--- config.mk ---
export PLATFORM = sky130hd
export DESIGN_NAME = screen_sequencer
export DESIGN_NICKNAME = d
export VERILOG_FILES = /design/src/rtl/screen_sequencer.sv
export SDC_FILE = /design/constraint.sdc
export NUM_CORES = 1
export LEC_CHECK = 0
export CAP_MARGIN = 20
export CORE_UTILIZATION = 50
export DETAILED_ROUTE_END_ITERATION = 8
export GPL_TIMING_DRIVEN = 0
export PLACE_DENSITY = 0.71
export RECOVER_POWER = 50
export SYNTH_ARGS = -nofsm -noshare
export SYNTH_HDL_FRONTEND = slang
export SYNTH_SLANG_ARGS = --single-unit
--- constraint.sdc ---
create_clock -name clk -period 1.9 [get_ports clk]
set_input_delay 0.19 -clock clk [delete_from_list [all_inputs] [get_ports clk]]
set_output_delay 0.19 -clock clk [all_outputs]
set_load 0.02 [all_outputs]
--- src/rtl/screen_sequencer.sv ---
// Full-screen sequencer: picks the screen to paint, clears the
// draw stage between frames, times each frame and gates the game.
module screen_sequencer #(
  parameter int PIXELS       = 19200,
  parameter int FLASH_PERIOD = 25000000,
  parameter int GO_HOLD      = 100000000
) (
  input  logic clk,
  input  logic rst,
  input  logic start,
  input  logic game_over,
  output logic draw_rst,
  output logic showTitle,
  output logic showBlack,
  output logic showGameOver,
  output logic flash,
  output logic plot,
  output logic game_en,
  output logic frame_done
);

  localparam int PW   = $clog2(PIXELS);
  localparam int TMAX = (FLASH_PERIOD > GO_HOLD) ?
                        FLASH_PERIOD : GO_HOLD;
  localparam int TW   = $clog2(TMAX);

  typedef enum logic [2:0] {
    CLR, TITLE, FLASHD, BLACK,
    GAME, GO, TWAIT, GWAIT
  } state_t;

  state_t state, nstate;
  state_t target, ntarget;
  logic lastf, nlastf;
  logic [PW-1:0] pix;
  logic [TW-1:0] timer;
  logic start_q;

  logic sedge, draw, waiting;
  logic pend, tflash, thold;

  assign sedge   = start & ~start_q;
  assign draw    = (state == TITLE) || (state == FLASHD) ||
                   (state == BLACK) || (state == GO);
  assign waiting = (state == TWAIT) || (state == GWAIT);
  assign pend    = (pix == PW'(PIXELS - 1));
  assign tflash  = (timer == TW'(FLASH_PERIOD - 1));
  assign thold   = (timer == TW'(GO_HOLD - 1));

  always_comb begin
    nstate  = state;
    ntarget = target;
    nlastf  = lastf;
    unique case (state)
      CLR: nstate = target;
      TITLE: begin
        nlastf = 1'b0;
        if (pend) nstate = TWAIT;
      end
      FLASHD: begin
        nlastf = 1'b1;
        if (pend) nstate = TWAIT;
      end
      BLACK: if (pend) nstate = GAME;
      GO:    if (pend) nstate = GWAIT;
      TWAIT: begin
        // a start request beats the flash timer
        if (sedge) begin
          ntarget = BLACK;
          nstate  = CLR;
        end else if (tflash) begin
          ntarget = lastf ? TITLE : FLASHD;
          nstate  = CLR;
        end
      end
      GAME: begin
        if (game_over) begin
          ntarget = GO;
          nstate  = CLR;
        end
      end
      GWAIT: begin
        if (sedge || thold) begin
          ntarget = TITLE;
          nstate  = CLR;
        end
      end
      default: nstate = CLR;
    endcase
  end

  always_ff @(posedge clk or negedge rst) begin
    if (!rst) begin
      state   <= CLR;
      target  <= TITLE;
      lastf   <= 1'b0;
      pix     <= '0;
      timer   <= '0;
      start_q <= 1'b0;
    end else begin
      state   <= nstate;
      target  <= ntarget;
      lastf   <= nlastf;
      start_q <= start;
      if (draw && nstate == state)
        pix <= pix + 1'b1;
      else
        pix <= '0;
      if (waiting && nstate == state)
        timer <= timer + 1'b1;
      else
        timer <= '0;
    end
  end

  always_comb begin
    draw_rst     = 1'b1;
    showTitle    = 1'b0;
    showBlack    = 1'b0;
    showGameOver = 1'b0;
    flash        = 1'b0;
    plot         = 1'b0;
    game_en      = 1'b0;
    frame_done   = draw & pend;
    unique case (state)
      CLR:    draw_rst = 1'b0;
      TITLE: begin
        showTitle = 1'b1;
        plot      = 1'b1;
      end
      FLASHD: begin
        flash = 1'b1;
        plot  = 1'b1;
      end
      // title keeps the address moving; black wins on colour
      BLACK: begin
        showBlack = 1'b1;
        showTitle = 1'b1;
        plot      = 1'b1;
      end
      GAME:   game_en = 1'b1;
      GO: begin
        showGameOver = 1'b1;
        plot         = 1'b1;
      end
      default: ;
    endcase
  end

endmodule

* Word level (Yosys, flattened, before mapping)
Index checks and enable logic that the tools add are counted.
Word-level totals: flip-flop bits (word level) 50, input bits 4, output and inout bits 8, logic and storage cells 63
Cells by class: $add $sub $neg 2, equal/unequal tests 14, multiplexer cells 24, bitwise logic cells 3, reductions and logical operators 14
Operators with widths (count):
- $mux W3 | 11
- $add A27 B1 Y27 const B | 1
- $eq A27 B25 Y1 const B | 1
- $eq A27 B27 Y1 const B | 1
- $mux W27 | 1
- $pmux W3 S7 | 1
- $add A15 B1 Y15 const B | 1
- $eq A15 B15 Y1 const B | 1
- $mux W15 | 1
- $eq A3 B3 Y1 const B | 4
- $pmux W3 S3 | 1
- $mux W1 | 7
- $eq A3 B2 Y1 const B | 2
- $logic_or A1 B1 Y1 | 5
- $reduce_and A4 Y1 | 1
- $reduce_or A2 Y1 | 2
- $reduce_or A4 Y1 | 1
- $eq A3 B1 Y1 const B | 1
- $eq A3 B3 Y1 | 1
- $logic_not A3 Y1 | 1
- $ne A3 B3 Y1 const B | 1
- $reduce_bool A3 Y1 | 1
- $and A1 B1 Y1 | 2
- $logic_and A1 B1 Y1 | 2
- other kinds (6) | 6

* Logic depth before layout (Yosys ltp)
depth after elaboration 8, gate-level depth with buffers 9, mapped depth without buffers 7

* Least setup slack after synthesis
OpenSTA, ideal clock, no wires.
path kind register to register, from register timer[8], to register target[1], library setup time 0.121 ns, arrival time 1.854 ns, required time 1.779 ns, path slack -0.074 ns, stages on the path, launching flop included 7, path buffers 0, clock period less this slack 1.974 ns, cells stage by stage dfrtp_1 -> or4_4 -> nor4_2 -> nand4_1 -> a22oi_2 -> nand4_1 -> a22o_1
On the way: longest elaborated chain between the ends 4, elaborated cells on any way between the ends 6, classes of those cells eq/ne (4); reduce/logical (2)
RTL lines:
- start: declaration | RTL line 36 | logic [TW-1:0] timer;
- start signal: assignment | RTL line 110 | timer <= timer + 1'b1;
- $eq A27 B27 Y1 | RTL line 48 | assign thold = (timer == TW'(GO_HOLD - 1));
- $logic_or A1 B1 Y1 | RTL line 83 | if (sedge || thold) begin
- $ne A2 B1 Y1 (no source line)
- $reduce_and A4 Y1 (no source line) (*)
- end signal: assignment | RTL line 102 | target <= ntarget;
- end: declaration | RTL line 33 | state_t target, ntarget;
Every way passes the cells marked *; elsewhere a longest branch is shown, timed or not. A chain may end at the register's enable or synchronous reset.

* Worst setup path after layout
Same ends and word-level chain as after synthesis.

==> summary.md <==
| Metric | Value |
|---|---|
| DR WL/cell | `~13 um` |
| Final Cell Area | `3180 um^2` |
| Switch Pwr | `1.18 mW` |
| GRT Total Usage | `between 20% and 30%` |
| Crit share post-route | `111%` |
| Clock root buffer | `clkbuf_8` |
| Slowest stage cell on the critical path | `or4_4` |
| Final Critical Period | `between 2 and 2.5 ns` |
| Max Cap Viol | `0` |
| Clock power share | `22.7%` |
| Chip Height | `approximately 73 um` |
| Via density | `5.23` |
| Cells after Synth | `270` |
| Initial antenna violation count | `0` |
| Worst slew pin tran | `0.982 ns` |
| Worst-Skew Late Latency | `0.30 ns` |
| Slew margin rel. | `34.5%` |
| Cell mode on critical path | `nand4_1` |
| Worst ir drop on vdd | `between 700 and 800 uV` |
| Final total power | `3.35 mW` |
| Mapped cell area | `~2500 um^2` |
| Io pins | `12` |
| Commonest cells after routing, fill and taps aside | `47 x dfrtp_1, 43 x nor2_1, 19 x xor2_1, 19 x xnor2_1, 17 x nand2_1` |
| Cell area power density | `1050 nW/um^2` |
| Routability cong. | `0.784` |
| Rows | `25` |
| Critical path cell sequence | `or4_4, nor4_4, nand4_1, a22oi_2, nand4_1, a22o_1` |
| CTS buffer count | `5` |
| Synth Register Bits | `50` |
| Worst hold slack | `0.466 ns` |
| Post-synth ARST share | `100%` |
| CP Class | `reg -> reg` |
| Leakage power | `1.33 nW` |
| Worst hold-check path type | `reg -> reg` |
| Drt drc | `0` |
| Yosys cell types | `39` |
| Final hold vios | `0` |
| Register area share after synthesis | `49.7%` |
| Core area | `4790 um^2` |
| Drt first-iter violations | `185` |
| Layout area overhead | `26.2%` |
| Routed WL | `between 4 and 5 mm` |
| GRT Residual Overflow | `0` |
| Layout cell share with drive strength beyond 1 | `about a quarter` |
| Buffers on Ports | `11` |
| Status | `complete, but fails checks` |
| Clock skew | `0.00498 ns` |
| Synth Warn # | `0` |
| Commonest non-fill, non-tap cell in the layout | `dfrtp_1` |
| RSZ-0062 raised after global routing | `yes` |
| CP max stage delay | `0.56 ns` |
| Failing checks | `negative setup slack` |
| Largest net degree at the start of global routing | `33` |
| HPWL Detailed | `3.22 mm` |
| Clk pin slew, worst setup/hold paths | `0.08 ns` |
| # nets final | `311` |
| Fin. max-slew vios | `0` |
| Synth Net Count | `276` |
| Total number of H-tree levels | `2` |
| Maximum clock rate | `476 MHz` |
| Flop pwr share | `39.0%` |
| WP data arrival | `2.30 ns` |
| Antenna-violating nets left | `0` |
| Mapped Avg Cell Area | `9.33 um^2` |
| N_diodes | `0` |
| Fill count | `387` |
| Pre-CTS WS | `-0.490 ns` |
| Final setup violation count | `32` |
| Worst EP required | `2.10 ns` |
| Deepest clock path buffer count | `2` |
| PnR worst setup slack | `-0.200 ns` |
| Utilization after layout | `66.4%` |
| First-pass GRT wire length | `8.36 mm` |
| EDFF count, synth | `0` |
| Worst-path fanout max | `4` |
| Main synth FF type | `dfrtp_1` |
| Placed Area | `about 2700 um^2` |
| Comb power frac | `a little under two fifths` |
| Via count | `1951` |
| Vias in the first global route | `1811` |
| CTS tree | `done` |
| Initial Util | `52.6%` |
| First-pass DRT Iterations | `4` |
| P_int | `2.17 mW` |
| Chip Width | `73.0 um` |
| Die Area | `5330 um^2` |
| Crit path launch type | `register` |
| CP Capture Type | `register` |
| Net Sw Frac | `35.1%` |
| CTS sink count | `50` |
stage by stage:
step | cells | setup TNS [ns]
floorplan | 270 | -0.0366
global placement | 348 | -46.95
detailed placement | 349 | -9.13
CTS | 370 | -4.44
global route | 373 | -9.99
finish | 373 | -4.89
what timing repair did:
item                                    4_1_cts  5_1_grt
endpoints found under the setup margin       54       46
hold endpoints to repair                     17        0
setup buffers                                10        3
hold buffers                                  1        0
cloned                                        2        0
gates resized for setup                      46       37
pin swaps                                    21       11
worst max-delay path: cells and delay by family (launching register included):
kind               cells  cell delay [ns]
DFF                    1             0.39
and+or+nand+nor        4             1.14
AOI/OAI and AO/OA      2             0.47
synthesized netlist by cell type (3+ instances only):
cell	instances	area share [%]
a21oi_1	4	0.79
and2_1	3	0.75
and3_1	3	0.75
buf_2	3	0.60
buf_4	3	0.89
dfrtp_1	49	49
inv_1	10	1.5
nand2_1	17	2.5
nand3_1	17	3.4
nand4_1	11	2.7
nor2_1	67	10
nor2b_1	4	0.99
nor3_1	6	1.2
o21ai_0	4	0.79
xnor2_1	19	6.6
xor2_1	19	6.6
state kept, by name, indices dropped and copies added, names as in the netlist:
signal,count
lastf,1
pix,15
start_q,1
target,3
timer,27
state,3
area by class of cell:
cell class | count | area, um^2 | area share [%]
Sequential cell | 50 | 1250 | 39.5
Inverter | 10 | 37.5 | 1.18
Clock inverter | 1 | 30.0 | 0.945
Buffer | 8 | 72.6 | 2.28
Clock buffer | 7 | 86.3 | 2.72
Multi-Input combinational cell | 202 | 1360 | 42.7
Timing Repair Buffer | 28 | 256 | 8.07
Tap cell | 67 | 83.8 | 2.64
final timing paths:
kind	start	end	slack, ns	cells after the start
max reg2reg	timer[8]	target[1]	-0.20	6
min reg2reg	target[0]	target[0]	0.47	2
max	timer[8]	target[1]	-0.20	6
min	target[0]	target[0]	0.47	2
min in group asynchronous	rst	timer[19]	0.56	2
max in group asynchronous	rst	timer[5]	0.26	3
routing by layer:
metal  vias up  part of all wire [%]  global-route usage (%)
met3         9                   3.8                    4.14
met2        38                    47                    30.7
met4         0                   1.6                    8.06
met5         -                     0                       0
li1        978                     -                       -
met1       926                    48                    29.5
power groups by stage:
stage | Combinational, mW | Clock, mW | Sequential, mW
final | 1.28 | 0.761 | 1.31
after global routing | 1.40 | 0.823 | 1.33
after detailed placement | 0.998 | 0 | 1.31
after CTS | 1.16 | 0.782 | 1.30
after global placement | 0.982 | 0 | 1.31
after floorplan | 0.693 | 0 | 1.29
cell families after synthesis:
logic type,Yosys count,share of synthesized area [%]
compound gates,15,4.07
xor+xnor,38,13.2
fa+ha+maj,2,0.993
buf+inv,18,3.28
flops,50,49.7
simple gates,147,28.7
No activity file was read; power rests on OpenSTA's default activity.
